## src/rtl/jk_bank_ctrl_if.sv

```systemverilog
// jk_bank_ctrl_if: command handshake and JK bank bus between command source, controller and cells
interface jk_bank_ctrl_if #(parameter int WIDTH = 4);
    logic             cmd_valid;
    logic             cmd_ready;
    logic [1:0]       cmd_op;
    logic [WIDTH-1:0] cmd_arg;
    logic [WIDTH-1:0] j_out;
    logic [WIDTH-1:0] k_out;
    logic [WIDTH-1:0] q_in;
    logic             busy;
    logic             done;
    logic             wrap;
    modport slave (
        input  cmd_valid, cmd_op, cmd_arg, q_in,
        output cmd_ready, j_out, k_out, busy, done, wrap
    );
    modport master (
        output cmd_valid, cmd_op, cmd_arg, q_in,
        input  cmd_ready, j_out, k_out, busy, done, wrap
    );
endinterface

```

## src/rtl/jk_bank_ctrl.sv

```systemverilog
// jk_bank_ctrl: sequences a bank of reset-less JK cells (clear, masked set/clear/toggle, count); JK_BANK_SAT_EN makes COUNT saturate
module jk_bank_ctrl #(
    parameter int WIDTH = 4
) (
    input  logic         clk,
    input  logic         rst_n,
    jk_bank_ctrl_if.slave bus
);
    localparam logic [1:0] OP_SET    = 2'd0;
    localparam logic [1:0] OP_CLEAR  = 2'd1;
    localparam logic [1:0] OP_TOGGLE = 2'd2;
    localparam logic [1:0] OP_COUNT  = 2'd3;

    typedef enum logic [2:0] {
        S_RESET, S_INIT, S_IDLE, S_APPLY, S_COUNT, S_DONE
    } state_t;

    state_t           state_q, state_d;
    logic [1:0]       op_q, op_d;
    logic [WIDTH-1:0] arg_q, arg_d;
    logic [WIDTH-1:0] cnt_q, cnt_d;
    logic [WIDTH-1:0] t;
    logic             all_ones;

    assign all_ones = &bus.q_in;

    // state register: reset forces RESET so release always passes through INIT
    always_ff @(posedge clk) begin
        if (!rst_n)
            state_q <= S_RESET;
        else
            state_q <= state_d;
    end

    // command latches: only change on a handshake or while counting
    always_ff @(posedge clk) begin
        op_q  <= op_d;
        arg_q <= arg_d;
        cnt_q <= cnt_d;
    end

    // next state and latch updates
    always_comb begin
        state_d = state_q;
        op_d    = op_q;
        arg_d   = arg_q;
        cnt_d   = cnt_q;
        case (state_q)
            S_RESET: state_d = S_INIT;
            S_INIT:  state_d = S_IDLE;
            S_IDLE: begin
                if (bus.cmd_valid) begin
                    op_d    = bus.cmd_op;
                    arg_d   = bus.cmd_arg;
                    cnt_d   = bus.cmd_arg;
                    state_d = (bus.cmd_op != OP_COUNT) ? S_APPLY :
                              (bus.cmd_arg == '0)      ? S_DONE  : S_COUNT;
                end
            end
            S_APPLY: state_d = S_DONE;
            S_COUNT: begin
                cnt_d = cnt_q - WIDTH'(1);
`ifdef JK_BANK_SAT_EN
                state_d = (cnt_q == WIDTH'(1) || all_ones) ? S_DONE : S_COUNT;
`else
                state_d = (cnt_q == WIDTH'(1)) ? S_DONE : S_COUNT;
`endif
            end
            S_DONE:  state_d = S_IDLE;
            default: state_d = S_RESET;
        endcase
    end

    // output decode: J/K from state, latched mask and fed-back Q; status from state
    always_comb begin
        t[0] = 1'b1;
        for (int i = 1; i < WIDTH; i++)
            t[i] = t[i-1] & bus.q_in[i-1];
        bus.j_out = '0;
        bus.k_out = '0;
        case (state_q)
            S_INIT: bus.k_out = '1;
            S_APPLY: begin
                bus.j_out = (op_q == OP_SET || op_q == OP_TOGGLE) ? arg_q : '0;
                bus.k_out = (op_q == OP_CLEAR || op_q == OP_TOGGLE) ? arg_q : '0;
            end
            S_COUNT: begin
`ifdef JK_BANK_SAT_EN
                bus.j_out = all_ones ? '0 : t;
                bus.k_out = all_ones ? '0 : t;
`else
                bus.j_out = t;
                bus.k_out = t;
`endif
            end
            default: ;
        endcase
        if (!rst_n) begin
            bus.j_out = '0;
            bus.k_out = '0;
        end
        bus.cmd_ready = rst_n && state_q == S_IDLE;
        bus.busy      = rst_n && state_q != S_IDLE && state_q != S_RESET;
        bus.done      = rst_n && state_q == S_DONE;
`ifdef JK_BANK_SAT_EN
        bus.wrap      = 1'b0;
`else
        bus.wrap      = rst_n && state_q == S_COUNT && all_ones;
`endif
    end
endmodule
```

## src/flat_wrapper.sv

```systemverilog
// flat-port wrapper written by rule: the top's interface ports become plain ports
module jk_bank_ctrl_flat 
#(
    parameter int WIDTH = 4
)
  (clk, rst_n, bus_cmd_valid, bus_cmd_op, bus_cmd_arg, bus_q_in, bus_cmd_ready, bus_j_out, bus_k_out, bus_busy, bus_done, bus_wrap);
  jk_bank_ctrl_if #(.WIDTH(WIDTH)) bus_i ();
  input  logic clk;
  input  logic rst_n;
  input wire logic [$bits(bus_i.cmd_valid)-1:0] bus_cmd_valid;
  input wire logic [$bits(bus_i.cmd_op)-1:0] bus_cmd_op;
  input wire logic [$bits(bus_i.cmd_arg)-1:0] bus_cmd_arg;
  input wire logic [$bits(bus_i.q_in)-1:0] bus_q_in;
  output wire logic [$bits(bus_i.cmd_ready)-1:0] bus_cmd_ready;
  output wire logic [$bits(bus_i.j_out)-1:0] bus_j_out;
  output wire logic [$bits(bus_i.k_out)-1:0] bus_k_out;
  output wire logic [$bits(bus_i.busy)-1:0] bus_busy;
  output wire logic [$bits(bus_i.done)-1:0] bus_done;
  output wire logic [$bits(bus_i.wrap)-1:0] bus_wrap;
  assign bus_i.cmd_valid = bus_cmd_valid;
  assign bus_i.cmd_op = bus_cmd_op;
  assign bus_i.cmd_arg = bus_cmd_arg;
  assign bus_i.q_in = bus_q_in;
  assign bus_cmd_ready = bus_i.cmd_ready;
  assign bus_j_out = bus_i.j_out;
  assign bus_k_out = bus_i.k_out;
  assign bus_busy = bus_i.busy;
  assign bus_done = bus_i.done;
  assign bus_wrap = bus_i.wrap;
  jk_bank_ctrl #(.WIDTH(WIDTH)) u_core (.clk(clk), .rst_n(rst_n), .bus(bus_i));
endmodule
```

## config.mk

```make
export PLATFORM = sky130hd
export DESIGN_NAME = jk_bank_ctrl_flat
export DESIGN_NICKNAME = d
export VERILOG_FILES = /design/src/rtl/jk_bank_ctrl_if.sv /design/src/rtl/jk_bank_ctrl.sv /design/src/flat_wrapper.sv
export SDC_FILE = /design/constraint.sdc
export NUM_CORES = 1
export LEC_CHECK = 0
export ABC_AREA = 1
export CAP_MARGIN = 20
export CORE_MARGIN = 4
export CORE_UTILIZATION = 30
export CTS_CLUSTER_SIZE = 30
export DETAILED_ROUTE_END_ITERATION = 16
export DONT_BUFFER_PORTS = 1
export PLACE_DENSITY = 0.41
export SYNTH_ARGS = -nofsm -noshare
export SYNTH_HDL_FRONTEND = slang
export SYNTH_SLANG_ARGS = --single-unit
```

## constraint.sdc

```tcl
create_clock -name clk -period 2.9 [get_ports clk]
set_input_delay 0.725 -clock clk [delete_from_list [all_inputs] [get_ports clk]]
set_output_delay 0.725 -clock clk [all_outputs]
set_load 0.01 [all_outputs]
```

* Word-level counts from Yosys, hierarchy flattened *
Index checks and enable logic that the tools add are counted.

word-level totals
  register bits after elaboration = 13
  input bits = 13
  logic and storage cells = 48
  output and inout port bits = 12

operators by class
  equal/unequal tests = 11
  multiplexer cells = 13
  reductions and logical operators = 17
  bitwise gates (word level) = 2
  add/sub/neg operators = 1

operators by type and width
  operator                                             number
  two-way mux 4 bit                                    5
  one-hot mux 4 bit (2 select lines)                   2
  one-hot mux 3 bit (5 select lines)                   1
  one-hot mux 4 bit (3 select lines)                   1
  equality test 3 x 2 -> 1 bit, second input constant  2
  equality test 3 bit, second input constant           2
  logical AND 1 bit                                    6
  two-way mux 3 bit                                    2
  equality test 4 x 1 -> 1 bit, second input constant  1
  logical NOT 4 bit                                    1
  != test 2 bit, second input constant                 2
  AND reduction 2 bit                                  2
  AND reduction 4 bit                                  1
  subtractor 4 x 1 -> 4 bit, second input constant     1
  equality test 3 x 1 -> 1 bit, second input constant  1
  logical NOT 3 bit                                    1
  != test 3 x 2 -> 1 bit, second input constant        1
  nonzero test 3 bit                                   1
  bitwise AND 1 bit                                    2
  equality test 2 x 1 -> 1 bit, second input constant  1
  equality test 2 bit, second input constant           1
  logical NOT 2 bit                                    1
  logical OR 1 bit                                     2
  two-way mux 1 bit                                    2
  other kinds (2)                                      2

* Depth between registers and ports, before layout *
Gate-level depths: netlist of run 1.

  depth in word-level cells = 5
  mapped depth = 8
  depth with buffers taken out = 8

* Worst setup path after synthesis of run 1 *
Ideal clock, no wire load.

  path type = input to output
  from = input bus_q_in[0]
  to = output bus_j_out[2]
  slack = 0.969 ns
  data arrival time = 1.206 ns
  required time = 2.175 ns
  path buffers = 0
  cell stages on the path = 4
  path through = nand3_1 -> inv_1 -> nand2_1 -> a21oi_1

between the ends
  word-level cells in the longest chain between the ends = 3

RTL lines
  element                             line                source
  start, declared                     flat_wrapper.sv:13  input wire logic [$bits(bus_i.q_in)-1:0] bus_q_in;
  bitwise AND 1 bit                   jk_bank_ctrl.sv:78  t[i] = t[i-1] & bus.q_in[i-1];
  one-hot mux 4 bit (2 select lines)  jk_bank_ctrl.sv:81  case (state_q)
  two-way mux 4 bit                   jk_bank_ctrl.sv:98  if (!rst_n) begin
  end, declared                       flat_wrapper.sv:15  output wire logic [$bits(bus_i.j_out)-1:0] bus_j_out;

Every way passes these cells.

* Final worst setup path of run 1 *
  from = register u_core.state_q[1]
  to = output bus_k_out[0]

between the ends
  word-level cells in the longest chain between the ends = 3
  elaborated cells between the ends (all ways) = 5
  those cells by class = eq/ne (3); mux (2)

RTL lines
  element                                            line                source
  start, declared                                    jk_bank_ctrl.sv:18  state_t state_q, state_d;
  start signal, assigned                             jk_bank_ctrl.sv:32  state_q <= state_d;
  equality test 3 bit, or another cell as far along  jk_bank_ctrl.sv:81
  one-hot mux 4 bit (3 select lines) (*)             jk_bank_ctrl.sv:81
  two-way mux 4 bit (*)                              jk_bank_ctrl.sv:98
  end, declared                                      flat_wrapper.sv:16  output wire logic [$bits(bus_i.k_out)-1:0] bus_k_out;

Mark *: on every way between the ends. The rest lies on a longest branch, timed or not.

==> flow_summary.toml, run 1 <==
[clocking]
clock-sinks = 13
clk_latency_ns = 0.27
ctsHoldBuffers = 0
cts_made_buffers = 3
cts_resized = 0
cts_root_buf = "clkbuf_4"
clockBufferDepth = 2
h-tree-depth = 1
tritoncts = "yes"
post_cts_buffers = 0
clk_pin_slew_ns = 0.08

[floorplanning]
dieWidth_um = 60.1
start_util_pct = 32.3
die_area_sq_um = 3610
core.rowCount = 18
ios = 25
die_h_um = 60.1
fp.coreArea_sq_um = 2520

[place]
hpwlAfterDp_mm = 1.39
pre_cts_ws_ns = 0.869
gp_congestion = 0.746
port_buffers = 0
dp_cells = 131
placed_cell_area_sq_um = 832

[drt]
dr.pass1.iters = 4
wl_per_cell_um = 12.7
wl_mm = 1.72
drc = 0
vias = 633
drtIter0Drc = 22
vias_per_cell = 4.69
final_antenna_net_count = 0

[logic_synthesis]
synth.distinct_cells = 23
synth.ff_latch_count = 13
synth_top_area_share_pct = 36.9
syn_area_per_cell_sq_um = 7.83
synth_area_sq_um = 815
syn_inst = 104
ys_seq_area_share_pct = 44.2
synth_top_cell_by_area = "edfxtp_1"
syn_nets = 121
synthTopCellsByArea = "edfxtp_1, nand2_1, dfxtp_1, ha_1, inv_1"
yosysWarnings = 0

[power]
ir_drop_v = 0.000280
power.internal_mw = 0.353
powerDensity_nw_per_um2 = 666
p_sw_mw = 0.218
pwr-share-clk_pct = 19.6
p_seq_share_pct = 47.5
combPwrFrac_pct = 33.0
switching_share_pct = 38.2
leakagePower_nw = 0.367

[timing]
tns_ns = 0
finClkSkew_ns = 0.00361
setup_viol = 0
whs_ns = 0.547
worst-slew-pin-transition_ns = 0.612
slew-limit-headroom_pct = 58.8
max_freq_ghz = 0.447
hold_viol = 0
slew_viol_final = 0
rsz0062_at_grt = "false"
fin_crit_sh_pct = 77.2
setup_ws_ns = 0.661
fin_crit_ns = 2.24

[worst_setup_path]
critPathBufInv = 0
crit_type = "reg2out"
path_cells = "nor2_1 > nand2_1 > a31oi_1"
critical-path-max-stage-delay_ns = 0.41
crit_slowest_cell = "dfxtp_1"
cp_data_arrival_time_ns = 1.51
worstPathMaxFanout = 12
startpoint_type = "flop"
worst_ep_required_time_ns = 2.17
critPathTopFamily = "simple AND/OR/NAND/NOR gates"
critPathCaptureType = "output port"

[global_route]
grtUsageTotal_pct = 10.3
antenna_found_initial = 0
grt_max_degree = 14
grt_pass1_wl_mm = 2.72
grt_remaining_overflow = 0
grt_pass1_vias = 607

[layout]
fin_nets = 123
fin_area_sq_um = 858
antenna_cells = 0
drive_gt1_share_pct = 6.67
post_layout_nonfiller_instances = 135
synthToLayoutAreaGrowth_pct = 5.38

[flow_run]
max_cap_viol_count = 0

[worst_hold_path]
min_path_type = "in2reg"

[run_status]
status = "completed"
## cell usage after synthesis
cell,instances
a21oi_1,8
a31oi_1,2
buf_2,1
buf_6,1
clkbuf_1,1
dfxtp_1,3
edfxtp_1,10
ha_1,4
inv_1,13
nand2_1,30
nand2_4,1
nand3_1,3
nand3_2,1
nand4_1,1
nor2_1,12
nor2_2,1
nor2_4,1
nor3_1,1
o21a_1,1
o21ai_0,6
o21ai_1,1
xnor2_1,1
xor2_1,1
## metal layers
metal / share of wire (%) / GRT usage, % / up-vias
li1: - / - / 338
met2: 40 / 15.1 / 23
met4: 0.87 / 4.75 / 0
met3: 13 / 4.10 / 2
met5: 0 / 0 / -
met1: 46 / 13.2 / 270
## state kept, by name (all words and copies together), names as in the netlist
name / flops
u_core.op_q: 2
u_core.cnt_q: 4
u_core.state_q: 3
u_core.arg_q: 4
## cell families (layout without fill, tap and decap cells)
family,after synthesis,in the layout,share of synthesized area [%]
adders and majority gates,4,4,6.14
xor gates and xnor gates,2,2,2.15
DFF,13,13,44.2
buffers and inverters,16,17,8.45
AOI/OAI and AO/OA,18,18,11.7
and+or+nand+nor,51,51,27.3
## worst paths after layout
| kind | startpoint | to | slack (ns) | cells after the start |
|---|---|---|---|---|
| min reg2reg | u_core.state_q[0] | u_core.state_q[1] | 0.56 | 2 |
| min | bus_cmd_op[1] | u_core.op_q[1] | 0.55 | 0 |
| max reg2reg | u_core.state_q[1] | u_core.cnt_q[2] | 1.31 | 2 |
| max | u_core.state_q[1] | bus_k_out[0] | 0.66 | 3 |
## cell usage in the layout (no fill, tap or decap), types with 2 or more instances in the layout
| cell | instances |
|---|---|
| a31oi_1 | 2 |
| nand3_1 | 3 |
| a21oi_1 | 8 |
| nand2_1 | 30 |
| dfxtp_1 | 3 |
| clkbuf_4 | 3 |
| ha_1 | 4 |
| edfxtp_1 | 10 |
| inv_1 | 13 |
| nor2_1 | 12 |
| o21ai_0 | 6 |
## power groups by stage
stage               Clock [mW]  Sequential (mW)  Combinational (mW)
CTS                      0.115            0.272               0.192
floorplan                    0            0.260               0.180
detailed placement           0            0.276               0.192
global placement             0            0.277               0.195
global route             0.126            0.277               0.220
finish                   0.112            0.271               0.189
## area by class of cell
| class | count | area [sq um] |
|---|---|---|
| Clock buffer | 4 | 26.3 |
| Fill cell | 280 | 1660 |
| Inverter | 13 | 48.8 |
| Multi-Input combinational cell | 75 | 385 |
| Sequential cell | 13 | 360 |
| Tap cell | 30 | 37.5 |
## through the flow
stage / total power, mW / utilization [%]
detailed placement: 0.468 / 33.0
floorplan: 0.440 / -
CTS: 0.579 / 34.0
global route: 0.622 / 34.0
global placement: 0.473 / 33.0
finish: 0.572 / 34.0
(Power assumes the default switching activity.)
==> run 2, diff against run 1 <==
==> constraint.sdc (replaced) <==
create_clock -name clk -period 2.3 [get_ports clk]
set_input_delay 0.575 -clock clk [delete_from_list [all_inputs] [get_ports clk]]
set_output_delay 0.575 -clock clk [all_outputs]
set_load 0.01 [all_outputs]
==> flow_summary.toml, run 2 (synthesis results as in run 1) <==
[run_status]
status = "completed"

[global_route]
grt_remaining_overflow = 0
grt_pass1_vias = 621
grt_max_degree = 14
grt_pass1_wl_mm = 2.73
grtUsageTotal_pct = 10.3
antenna_found_initial = 0

[layout]
multi_input_area_sq_um = 385
nFillCells = 284
synthToLayoutAreaGrowth_pct = 6.30
final_core_util_pct = 34.3
antenna_cells = 0
drive_gt1_share_pct = 7.55
final_common_cell = "nand2_1"
seqCellArea_sq_um = 360
reg.largest.list = "u_core.arg_q x4, u_core.cnt_q x4, u_core.state_q x3"
fin_nets = 124
final_cell_mix = "nand2_1, inv_1, nor2_1"

[floorplanning]
fp.coreArea_sq_um = 2520
die_h_um = 60.1
dieWidth_um = 60.1
ios = 25
core.rowCount = 18
start_util_pct = 32.3
die_area_sq_um = 3610

[worst_hold_path]
holdPathEnd = "u_core.op_q[1]"
min-delay-start = "bus_cmd_op[1]"
min_path_type = "in2reg"
hold_depth = 0

[worst_setup_path]
cp_data_arrival_time_ns = 1.54
regToRegSetupSlack_ns = 0.78
worstPathMaxFanout = 12
startpoint_type = "flop"
crit_type = "reg2out"
reg2reg_depth = 4
worstReg2RegEnd = "u_core.cnt_q[3]"
r2r_start = "u_core.state_q[1]"
critPathCaptureType = "output port"
worst_ep_required_time_ns = 1.73

[timing]
finClkSkew_ns = 0.00623
setup_viol = 0
setup_ws_ns = 0.182
slew_viol_final = 0
fin_crit_sh_pct = 92.1
worst-slew-pin-transition_ns = 0.468
slew-limit-headroom_pct = 68.7
tns_ns = 0
rsz0062_at_grt = "false"
max_freq_ghz = 0.472
hold_viol = 0
fin_crit_ns = 2.12

[drt]
wl_per_cell_um = 12.2
drc = 0
vias_per_cell = 4.77
final_antenna_net_count = 0
vias = 649
dr.pass1.iters = 4
wl_mm = 1.66
drtIter0Drc = 30

[clocking]
cts_made_buffers = 3
clk_pin_slew_ns = 0.08
ctsHoldBuffers = 0
clock-sinks = 13
clk_latency_ns = 0.27
tritoncts = "yes"
cts_resized = 0
clockBufferDepth = 2
h-tree-depth = 1
cts_root_buf = "clkbuf_4"
post_cts_buffers = 0

[power]
p_total_mw = 0.722
powerDensity_nw_per_um2 = 834
ir_drop_v = 0.000280
leakagePower_nw = 0.372

[place]
gp_congestion = 0.751
pre_cts_ws_ns = 0.471
port_buffers = 0
hpwlAfterDp_mm = 1.37

[flow_run]
max_cap_viol_count = 0
[run 2: per-stage QoR]
stage / instances / hold slack (ns) / area [sq um]
after floorplan: 104 / 0.502 / 815
after global placement: 132 / 0.542 / 840
after detailed placement: 132 / 0.549 / 840
after CTS: 136 / 0.399 / 866
after global routing: 136 / 0.379 / 866
final: 136 / 0.405 / 866
[run 2: area by class of cell]
type | count | share of cell area, %
sequential | 13 | 41.6
timing repair buffer | 1 | 0.867
multi-input combinational | 75 | 44.5
clock buffer | 4 | 3.03
tap | 30 | 4.34
inverter | 13 | 5.64
[run 2: worst max-delay path, cell delays in order (launching register included)]
cell     delay, ns
dfxtp_1       0.41
nor2_1        0.19
nand2_1       0.28
a31oi_1       0.39
[run 2: routing by layer]
| metal | vias up | part of all wire [%] | track usage (%) |
|---|---|---|---|
| li1 | 343 | - | - |
| met1 | 284 | 45 | 13.0 |
| met4 | 0 | 0.90 | 5.70 |
| met5 | - | 0 | 0 |
| met3 | 2 | 12 | 4.32 |
| met2 | 20 | 42 | 14.7 |
[run 2: worst max-delay path by stage]
stage / start / to / slack (ns) / cells after the start
2_1_floorplan: u_core.state_q[1] / bus_k_out[0] / 0.66 / 5
3_3_place_gp: u_core.state_q[1] / bus_k_out[0] / 0.44 / 3
3_5_place_dp: u_core.state_q[1] / bus_k_out[0] / 0.47 / 3
4_1_cts: u_core.state_q[1] / bus_k_out[0] / 0.16 / 3
5_1_grt: u_core.state_q[1] / bus_k_out[0] / 0.02 / 3
6_report: u_core.state_q[1] / bus_k_out[0] / 0.18 / 3
[run 2: power breakdown]
group,total [mW],switching (mW),internal [mW]
Sequential,0.342,0.0415,0.300
Clock,0.134,0.0667,0.0670
Combinational,0.246,0.163,0.0836
Total,0.722,0.271,0.451
